<file path="src/rtl/branch_trap_sequencer_pkg.sv">
// Shared opcode, trap-type and state definitions for the PC/nPC sequencer.
// Also holds the small helpers used by the sequencer and its trap detector.
package branch_trap_sequencer_pkg;

  localparam logic [1:0] OP_FMT2   = 2'b00;
  localparam logic [1:0] OP_CALL   = 2'b01;
  localparam logic [1:0] OP_ARITH  = 2'b10;
  localparam logic [2:0] OP2_BICC  = 3'b010;

  localparam logic [5:0] OP3_TICC    = 6'h3A;
  localparam logic [5:0] OP3_SAVE    = 6'h3C;
  localparam logic [5:0] OP3_RESTORE = 6'h3D;

  localparam logic [3:0] COND_ALWAYS = 4'b1000;

  localparam logic [7:0] TT_WIN_OVERFLOW  = 8'h05;
  localparam logic [7:0] TT_WIN_UNDERFLOW = 8'h06;
  localparam logic [7:0] TT_TRAP_INSTR    = 8'h80;

  typedef enum logic [1:0] {
    ST_EXEC        = 2'd0,
    ST_TRAP_SAVE   = 2'd1,
    ST_TRAP_VECTOR = 2'd2,
    ST_HALT        = 2'd3
  } seq_state_e;

  // (cwp + offs) mod nwin; cwp may exceed nwin-1, the modulo folds it back.
  function automatic logic [4:0] win_wrap(input logic [4:0] cwp,
                                          input int offs,
                                          input int nwin);
    int sum;
    sum = int'(cwp) + offs;
    return 5'(sum % nwin);
  endfunction

  function automatic logic [31:0] branch_disp(input logic [21:0] disp22);
    return {{8{disp22[21]}}, disp22, 2'b00};
  endfunction

endpackage

</file>
<file path="src/rtl/branch_trap_sequencer_trap_detect.sv">
// Combinational trap detection: TA and window overflow/underflow on SAVE/RESTORE.
// An annulled instruction never traps.
module branch_trap_sequencer_trap_detect
  import branch_trap_sequencer_pkg::*;
#(
  parameter int NWIN = 4
) (
  input  logic [31:0] ir_i,
  input  logic [4:0]  cwp_i,
  input  logic [31:0] wim_i,
  input  logic        annul_i,
  output logic        trap_o,
  output logic [7:0]  tt_o
);

  logic [1:0] op;
  logic [5:0] op3;
  logic [3:0] cond;
  logic [4:0] save_idx;
  logic [4:0] restore_idx;
  logic       is_ta;
  logic       is_save;
  logic       is_restore;
  logic       unused_ir_bits;

  assign op          = ir_i[31:30];
  assign op3         = ir_i[24:19];
  assign cond        = ir_i[28:25];
  assign save_idx    = win_wrap(cwp_i, NWIN - 1, NWIN);
  assign restore_idx = win_wrap(cwp_i, 1, NWIN);

  assign is_ta      = (op == OP_ARITH) && (op3 == OP3_TICC) && (cond == COND_ALWAYS);
  assign is_save    = (op == OP_ARITH) && (op3 == OP3_SAVE);
  assign is_restore = (op == OP_ARITH) && (op3 == OP3_RESTORE);

  assign unused_ir_bits = ^{ir_i[29], ir_i[18:7]};

  always_comb begin
    trap_o = 1'b0;
    tt_o   = 8'h00;
    if (!annul_i) begin
      if (is_ta) begin
        trap_o = 1'b1;
        tt_o   = TT_TRAP_INSTR | {1'b0, ir_i[6:0]};
      end else if (is_save && wim_i[save_idx]) begin
        trap_o = 1'b1;
        tt_o   = TT_WIN_OVERFLOW;
      end else if (is_restore && wim_i[restore_idx]) begin
        trap_o = 1'b1;
        tt_o   = TT_WIN_UNDERFLOW;
      end
    end
  end

endmodule

</file>
<file path="src/rtl/branch_trap_sequencer.sv">
// PC/nPC sequencer: resolves branches, CALL, delay-slot annulment and trap entry.
// Handshake: step_i is accepted only when busy_o=0; the requester holds ir_i while busy.
module branch_trap_sequencer
  import branch_trap_sequencer_pkg::*;
#(
  parameter int          NWIN     = 4,
  parameter logic [31:0] RESET_PC = 32'h0000_0000
) (
  input  logic        clk_i,
  input  logic        rst_ni,
  input  logic        step_i,
  input  logic [31:0] ir_i,
  input  logic        cond_i,
  input  logic [4:0]  cwp_i,
  input  logic [31:0] wim_i,
  input  logic        et_i,
  input  logic [19:0] tba_i,
  output logic [31:0] pc_o,
  output logic [31:0] npc_o,
  output logic        annul_o,
  output logic        busy_o,
  output logic        trap_entry_o,
  output logic [7:0]  tt_o,
  output logic [31:0] trap_pc_o,
  output logic [31:0] trap_npc_o,
  output logic        error_mode_o,
  output logic [1:0]  state_o
);

  seq_state_e  state_q, state_d;
  logic [31:0] pc_q, pc_d;
  logic [31:0] npc_q, npc_d;
  logic        annul_q, annul_d;
  logic [7:0]  tt_q, tt_d;
  logic [31:0] trap_pc_q, trap_pc_d;
  logic [31:0] trap_npc_q, trap_npc_d;
  logic        err_q, err_d;

  logic        det_trap;
  logic [7:0]  det_tt;
  logic        is_branch;
  logic        is_call;
  logic        taken;
  logic [31:0] vector_pc;

  branch_trap_sequencer_trap_detect #(
    .NWIN (NWIN)
  ) u_trap_detect (
    .ir_i    (ir_i),
    .cwp_i   (cwp_i),
    .wim_i   (wim_i),
    .annul_i (annul_q),
    .trap_o  (det_trap),
    .tt_o    (det_tt)
  );

  assign is_branch = (ir_i[31:30] == OP_FMT2) && (ir_i[24:22] == OP2_BICC);
  assign is_call   = (ir_i[31:30] == OP_CALL);
  assign taken     = cond_i;
  assign vector_pc = {tba_i, tt_q, 4'b0000};

  always_ff @(posedge clk_i) begin
    if (!rst_ni) begin
      state_q    <= ST_EXEC;
      pc_q       <= RESET_PC;
      npc_q      <= RESET_PC + 32'd4;
      annul_q    <= 1'b0;
      tt_q       <= 8'h00;
      trap_pc_q  <= 32'h0;
      trap_npc_q <= 32'h0;
      err_q      <= 1'b0;
    end else begin
      state_q    <= state_d;
      pc_q       <= pc_d;
      npc_q      <= npc_d;
      annul_q    <= annul_d;
      tt_q       <= tt_d;
      trap_pc_q  <= trap_pc_d;
      trap_npc_q <= trap_npc_d;
      err_q      <= err_d;
    end
  end

  always_comb begin
    state_d    = state_q;
    pc_d       = pc_q;
    npc_d      = npc_q;
    annul_d    = annul_q;
    tt_d       = tt_q;
    trap_pc_d  = trap_pc_q;
    trap_npc_d = trap_npc_q;
    err_d      = err_q;
    unique case (state_q)
      ST_EXEC: begin
        if (step_i) begin
          if (annul_q) begin
            pc_d    = npc_q;
            npc_d   = npc_q + 32'd4;
            annul_d = 1'b0;
          end else if (det_trap) begin
            // PC/nPC stay put so the trapping instruction's address is preserved.
            tt_d = det_tt;
            if (et_i) begin
              trap_pc_d  = pc_q;
              trap_npc_d = npc_q;
              state_d    = ST_TRAP_SAVE;
            end else begin
              err_d   = 1'b1;
              state_d = ST_HALT;
            end
          end else if (is_branch) begin
            pc_d    = npc_q;
            npc_d   = taken ? (pc_q + branch_disp(ir_i[21:0])) : (npc_q + 32'd4);
            annul_d = ir_i[29] & (!taken | (ir_i[28:25] == COND_ALWAYS));
          end else if (is_call) begin
            pc_d    = npc_q;
            npc_d   = pc_q + {ir_i[29:0], 2'b00};
            annul_d = 1'b0;
          end else begin
            pc_d    = npc_q;
            npc_d   = npc_q + 32'd4;
            annul_d = 1'b0;
          end
        end
      end
      ST_TRAP_SAVE: begin
        state_d = ST_TRAP_VECTOR;
      end
      ST_TRAP_VECTOR: begin
        pc_d    = vector_pc;
        npc_d   = vector_pc + 32'd4;
        annul_d = 1'b0;
        state_d = ST_EXEC;
      end
      ST_HALT: begin
        state_d = ST_HALT;
      end
      default: begin
        state_d = ST_EXEC;
      end
    endcase
  end

  assign pc_o         = pc_q;
  assign npc_o        = npc_q;
  assign annul_o      = annul_q;
  assign busy_o       = (state_q != ST_EXEC);
  assign trap_entry_o = (state_q == ST_TRAP_VECTOR);
  assign tt_o         = tt_q;
  assign trap_pc_o    = trap_pc_q;
  assign trap_npc_o   = trap_npc_q;
  assign error_mode_o = err_q;
  assign state_o      = state_q;

endmodule

</file>
<file path="config.mk">
export PLATFORM = sky130hd
export DESIGN_NAME = branch_trap_sequencer
export DESIGN_NICKNAME = d
export VERILOG_FILES = /design/src/rtl/branch_trap_sequencer_pkg.sv /design/src/rtl/branch_trap_sequencer_trap_detect.sv /design/src/rtl/branch_trap_sequencer.sv
export SDC_FILE = /design/constraint.sdc
export NUM_CORES = 1
export LEC_CHECK = 0
export ABC_AREA = 1
export CAP_MARGIN = 10
export CELL_PAD_IN_SITES_DETAIL_PLACEMENT = 0
export CELL_PAD_IN_SITES_GLOBAL_PLACEMENT = 1
export CORE_MARGIN = 4
export CORE_UTILIZATION = 38
export CTS_BUF_LIST = sky130_fd_sc_hd__clkbuf_4
export DETAILED_ROUTE_END_ITERATION = 8
export PLACE_DENSITY_LB_ADDON = 0.1
export SYNTH_ARGS = -nofsm -noshare
export SYNTH_HDL_FRONTEND = slang
export SYNTH_SLANG_ARGS = --single-unit
</file>
<file path="constraint.sdc">
create_clock -name clk_i -period 5.9 [get_ports clk_i]
set_clock_uncertainty 0.05 [all_clocks]
set_input_delay 0.59 -clock clk_i [delete_from_list [all_inputs] [get_ports clk_i]]
set_output_delay 0.59 -clock clk_i [all_outputs]
set_load 0.005 [all_outputs]
</file>
==> results of run 1 <==
-- power groups by stage --
stage	Clock (mW)	Sequential, mW	Combinational, mW
after detailed placement	0	1.32	1.48
after floorplan	0	1.20	0.924
after global routing	0.664	1.32	1.67
final	0.614	1.30	1.48
after global placement	0	1.32	1.46
after CTS	0.630	1.30	1.48
-- worst max-delay path, cell delays in order --
cell	delay (ns)
clkdlybuf4s50_1	0.54
ha_1	0.26
inv_1	0.07
fa_1	0.46
nor2_1	0.13
nor2_1	0.09
o21ai_0	0.40
inv_1	0.17
nor2_1	0.11
nor2_1	0.08
nor2_1	0.12
nor2_1	0.05
nand2_1	0.14
nand3_1	0.09
nand2_1	0.07
nand2_1	0.05
inv_1	0.04
-- Yosys cell counts (2+ instances only) --
cell and number:
o21ai_0 67, xor2_1 15, a31oi_1 2, buf_6 9, nor4_1 6, nand3b_1 5, xnor2_1 6, o21ai_1 85
dfxtp_1 140, ha_1 41, a21oi_1 190, o21a_1 5, or2_2 3, a21o_1 3, a31o_2 2, buf_4 4
o211ai_1 7, nand4_1 21, nor3_1 17, nand3_2 2, buf_12 6, a22oi_1 5, clkbuf_1 27, clkinv_1 2
nand4_2 2, inv_1 237, nor2_1 118, buf_2 7, nand2_1 394, nor4_2 2, nand3_1 94, nor2_2 3
o21bai_1 7
-- routing by layer --
metal  vias up  share of wire  GRT usage
met4         0          0.015     0.0554
met3        36          0.056     0.0366
met2       298           0.45      0.416
met5         -              0          0
met1      4865           0.47      0.360
li1       5423              -          -
-- per-stage QoR --
step / worst slack (ns) / std cells / hold slack [ns]
floorplan: 3.57 / 1551 / 0.390
global placement: 2.38 / 2039 / 0.381
detailed placement: 2.32 / 2039 / 0.386
CTS: 2.90 / 2071 / 0.305
global route: 2.65 / 2072 / 0.299
finish: 2.87 / 2072 / 0.346
-- cell type report --
type | count | area [um2] | share of cell area
antenna | 1 | 2.50 | 0.000207
clock buffer | 17 | 128 | 0.0106
clock inverter | 15 | 130 | 0.0108
inverter | 241 | 907 | 0.0752
multi-input combinational | 1115 | 5570 | 0.461
sequential | 140 | 2800 | 0.232
tap | 330 | 413 | 0.0342
timing repair buffer | 213 | 2120 | 0.176
-- worst max path at each step --
stage,slack [ns],endpoint,startpoint
6_report,2.87,npc_o[18],ir_i[0]
5_1_grt,2.65,npc_o[18],ir_i[0]
4_1_cts,2.90,npc_o[18],ir_i[0]
3_5_place_dp,2.32,npc_o[18],ir_i[0]
3_3_place_gp,2.38,npc_o[18],ir_i[0]
2_1_floorplan,3.57,npc_o[18],ir_i[0]
-- cells by family after synthesis --
group	after synthesis	share of synthesized area
AOI/OAI and AO/OA	378	0.205
xor gates and xnor gates	21	0.0190
adders and majority gates	42	0.0550
buffers and inverters	296	0.136
DFF	140	0.289
and+or+nand+nor	674	0.296
-- registers in the layout (all words and copies together) (netlist names) --
register	cells
pc_o	32
state_o	2
error_mode_o	1
trap_npc_o	32
trap_pc_o	32
npc_o	32
tt_o	8
annul_o	1
==> results_dict.tcl, run 1 <==
set metrics [dict create \
    clock_path_buffers 2 \
    layout-drive-gt1-share 0.0368 \
    final_util 0.481 \
    period_needed_ns 3.03 \
    portBuffers 204 \
    initial_core_util 0.386 \
    worstHoldEndpoint "trap_npc_o[0]" \
    clk_pin_slew_ns 0.16 \
    syn_avg_cell_area_um2 6.24 \
    worst_slew_pin_slew_ns 1.20 \
    max_slew_margin 0.199 \
    syn-cell-area_mm2 0.00969 \
    rr_worst_depth 16 \
    coreArea_mm2 0.0251 \
    synth_top_cell_area_share 0.289 \
    cts_setup_buffers 0 \
    cp.required_ns 6.35 \
    powerDensity_mw_per_mm2 282 \
    nFillCells 2784 \
    die_h_um 168 \
    p_int_mw 1.83 \
    synth_edf_count 0 \
    hold_viol 0 \
    fin_area_mm2 0.0121 \
    final_common_cell "nand2_1" \
    place_area_mm2 0.0118 \
    rsz0062_at_grt "false" \
    fin_nets 1864 \
    synth-main-ff-cell "dfxtp_1" \
    crit_arrival_ns 3.47 \
    p_sw_mw 1.57 \
    drc_errors 0 \
    hpwl_um 28800 \
    rows 58 \
    ios 236 \
    drt_iter0_drc 795 \
    netlist_instances 1551 \
    antenna_found_initial 1 \
    cts_sinks 140 \
    grt_pass1_wl_um 57000 \
    pwr-share-clk 0.181 \
    hold_class "primary input to flop" \
    worstPathMaxFanout 4 \
    power_mw 3.40 \
    num_vias 10600 \
    final_antenna_net_count 0 \
    status "finished clean" \
    r2r-start "pc_o[2]" \
    hp-start "rst_ni" \
    numCtsBuffers 17 \
    seq_area_frac_synth 0.289 \
    p_leak_nw 5.26 \
    routed_wl_um 36900 \
    setup_viol 0 \
    ir_worst_vdd_mv 0.131 \
    cts_tree "built" \
    cts-root-buf "clkbuf_4" \
    cts_resized 0 \
    die_width_um 168 \
    synth_largest_area_cell "dfxtp_1" \
    synth_warnings 0 \
    synth_seq_cells 140 \
    path_class "primary input to flop" \
    clock.fmax_mhz 331 \
    wire_per_inst_um 17.8 \
    crit_path_start_kind "primary input" \
    switching_share 0.462 \
    timing.rr.end "npc_o[18]" \
    p_comb_frac 0.436 \
    track_usage 0.255 \
    cts.hold.buffers_added 0 \
    maxCapViolCount 0 \
    layout_common_cells "nand2_1 (394), inv_1 (237), clkdlybuf4s50_1 (203), a21oi_1 (190), dfxtp_1 (140)" \
    syn-num-nets 1687 \
    first_pass_iters 5 \
    min_period_over_period 0.513 \
    grt_overflow 0 \
    ys_types 50 \
    fp.dieArea_mm2 0.0281 \
    cts-htree-levels 4 \
    clock_latency_ns 0.56 \
    fin_setup_tns_ns 0 \
    postSynth.asyncResetShare 0 \
    via_per_inst 5.13 \
    whs_path_depth 3 \
    grt_max_degree 123 \
    area_delta_synth_final_pct 24.6 \
    first_global_vias 10100 \
    place_congestion 0.934 \
    end_kind "flop" \
    r2r_setup_slack_ns 2.94 \
    slew_viol_final 0 \
    pwr-share-seq 0.383 \
    netlist_top_cells_area "dfxtp_1 (29%), nand2_1 (15%), a21oi_1 (9.8%), inv_1 (9.2%), ha_1 (5.3%)" \
]
No activity file was read; power rests on OpenSTA's default activity.
==> run 2: changes to the inputs <==
--- a/config.mk
+++ b/config.mk
@@ -10,7 +10,7 @@
 export CELL_PAD_IN_SITES_DETAIL_PLACEMENT = 0
 export CELL_PAD_IN_SITES_GLOBAL_PLACEMENT = 1
 export CORE_MARGIN = 4
-export CORE_UTILIZATION = 38
+export CORE_UTILIZATION = 35
 export CTS_BUF_LIST = sky130_fd_sc_hd__clkbuf_4
 export DETAILED_ROUTE_END_ITERATION = 8
 export PLACE_DENSITY_LB_ADDON = 0.1
==> constraint.sdc (replaced) <==
create_clock -name clk_i -period 2.9 [get_ports clk_i]
set_clock_uncertainty 0.05 [all_clocks]
set_input_delay 0.29 -clock clk_i [delete_from_list [all_inputs] [get_ports clk_i]]
set_output_delay 0.29 -clock clk_i [all_outputs]
set_load 0.005 [all_outputs]
==> run 2 against run 1 <==
Compared with the run above: hold slack worse by 0.19 ns; non-clock buffer count up 39; sequential share of layout area down 0.76 points; clock power up 130%; via count up 2.0%; setup slack worse by 2.7 ns; largest power group unchanged; highest routed layer unchanged.
==> results_dict.tcl, run 2 (synthesis results as in run 1) <==
set metrics [dict create \
    status "finished clean" \
    clock_path_buffers 2 \
    max_stage_delay_ns 0.60 \
    drc_errors 0 \
    rsz0062_at_grt "false" \
    max_slew_margin 0.517 \
    hold_viol 0 \
    drt_iter0_drc 759 \
    ios 236 \
    final_util 0.461 \
    first_global_vias 10200 \
    maxCapViolCount 0 \
    setup_viol 0 \
    layout-drive-gt1-share 0.0579 \
    worst_slew_pin_slew_ns 0.721 \
    ir_worst_vdd_mv 0.273 \
    cts_sinks 140 \
    grt_max_degree 66 \
    clock_latency_ns 0.57 \
    antenna_found_initial 1 \
    crit_path_start_kind "flop" \
    path_class "flop to primary output" \
    cts-root-buf "clkbuf_4" \
    die_h_um 174 \
    p_leak_nw 5.48 \
    fp.dieArea_mm2 0.0304 \
    cp.required_ns 2.56 \
    via_per_inst 5.03 \
    wire_per_inst_um 17.6 \
    crit_arrival_ns 2.40 \
    hold_class "primary input to flop" \
    slew_viol_final 0 \
    cts-htree-levels 4 \
    stdcell_count 2153 \
    period_needed_ns 2.74 \
    end_kind "primary output" \
    place_ws_ns -0.0589 \
    numCtsBuffers 17 \
    slowest_stage "clkdlybuf4s50_1" \
    grt_pass1_wl_um 58400 \
    fin_nets 1903 \
    hpwl_um 30100 \
    powerDensity_mw_per_mm2 583 \
    clk_pin_slew_ns 0.16 \
    worstPathMaxFanout 39 \
    dp.cells 2120 \
    die_width_um 174 \
    cts.hold.buffers_added 0 \
    final_antenna_net_count 0 \
    area_delta_synth_final_pct 28.9 \
    coreArea_mm2 0.0271 \
    final_common_cell "nand2_1" \
    rows 60 \
    initial_core_util 0.357 \
    crit_chain "inv_1 -> ha_1 -> buf_4 -> clkdlybuf4s50_1" \
    first_pass_iters 5 \
    track_usage 0.243 \
    grt_overflow 0 \
    cts_tree "built" \
    place_congestion 0.905 \
    setup_ws_ns 0.158 \
    min_period_over_period 0.946 \
    num_vias 10800 \
    layout_common_cells "nand2_1 (394), inv_1 (237), clkdlybuf4s50_1 (203), a21oi_1 (190), dfxtp_1 (140)" \
    clock.fmax_mhz 365 \
    portBuffers 204 \
    routed_wl_um 37900 \
]
## run 2: cell types whose count changed in the layout (fill, tap and decap cells not counted), sizes merged
cell,change
bufinv,+2
buf,+39
clkbuf,+2
clkinv,-3
inv,-1
## run 2: repair_timing
| action | in CTS | in global routing |
|---|---|---|
| endpoints found under the setup margin | 0 | 1 |
| gates resized for setup | 0 | 1 |
| setup buffers | 0 | 0 |
## run 2: critical path, delay by kind of cell (launching register included)
family                   cells  cell delay (ns)
flip-flops                   1             0.38
adder cells (fa/ha/maj)      1             0.29
buffers and inverters        3             1.16
## run 2: per-stage QoR
stage	area, um2	hold WS, ns	power (mW)	setup TNS (ns)
floorplan	9690	0.361	4.33	0
global placement	12200	0.382	5.86	-0.0730
finish	12500	0.160	7.28	0
CTS	12500	0.118	7.29	0
global route	12500	0.139	7.80	0
detailed placement	12200	0.386	5.87	-0.0933
## run 2: path summary, 6_finish.rpt
kind	start	endpoint	slack, ns	cells after the start
setup / recovery	state_o[0]	trap_entry_o	0.16	4
hold / removal	rst_ni	trap_npc_o[10]	0.16	3
setup reg to reg	pc_o[2]	npc_o[24]	0.22	12
hold reg to reg	trap_npc_o[20]	trap_npc_o[20]	0.40	2
## run 2: area by class of cell
cell class	count	area, um2
inverter	241	907
clock inverter	13	155
sequential	140	2800
tap	372	465
multi-input combinational	1115	5570
timing repair buffer	252	2440
antenna	1	2.50
fill	2981	14600
clock buffer	19	143
## run 2: power breakdown
group	switching (mW)	internal, mW	total (mW)
Clock	0.862	0.552	1.41
Combinational	1.96	1.34	3.29
Sequential	0.434	2.14	2.57
Total	3.25	4.03	7.28
## run 2: layer usage
metal,vias up,share of wire,routed length [um],GRT usage
met4,0,0.017,658,0.0584
met5,-,0,0,0
met1,4984,0.49,18400,0.353
li1,5483,-,-,-
met2,335,0.44,16800,0.382
met3,33,0.052,1980,0.0320
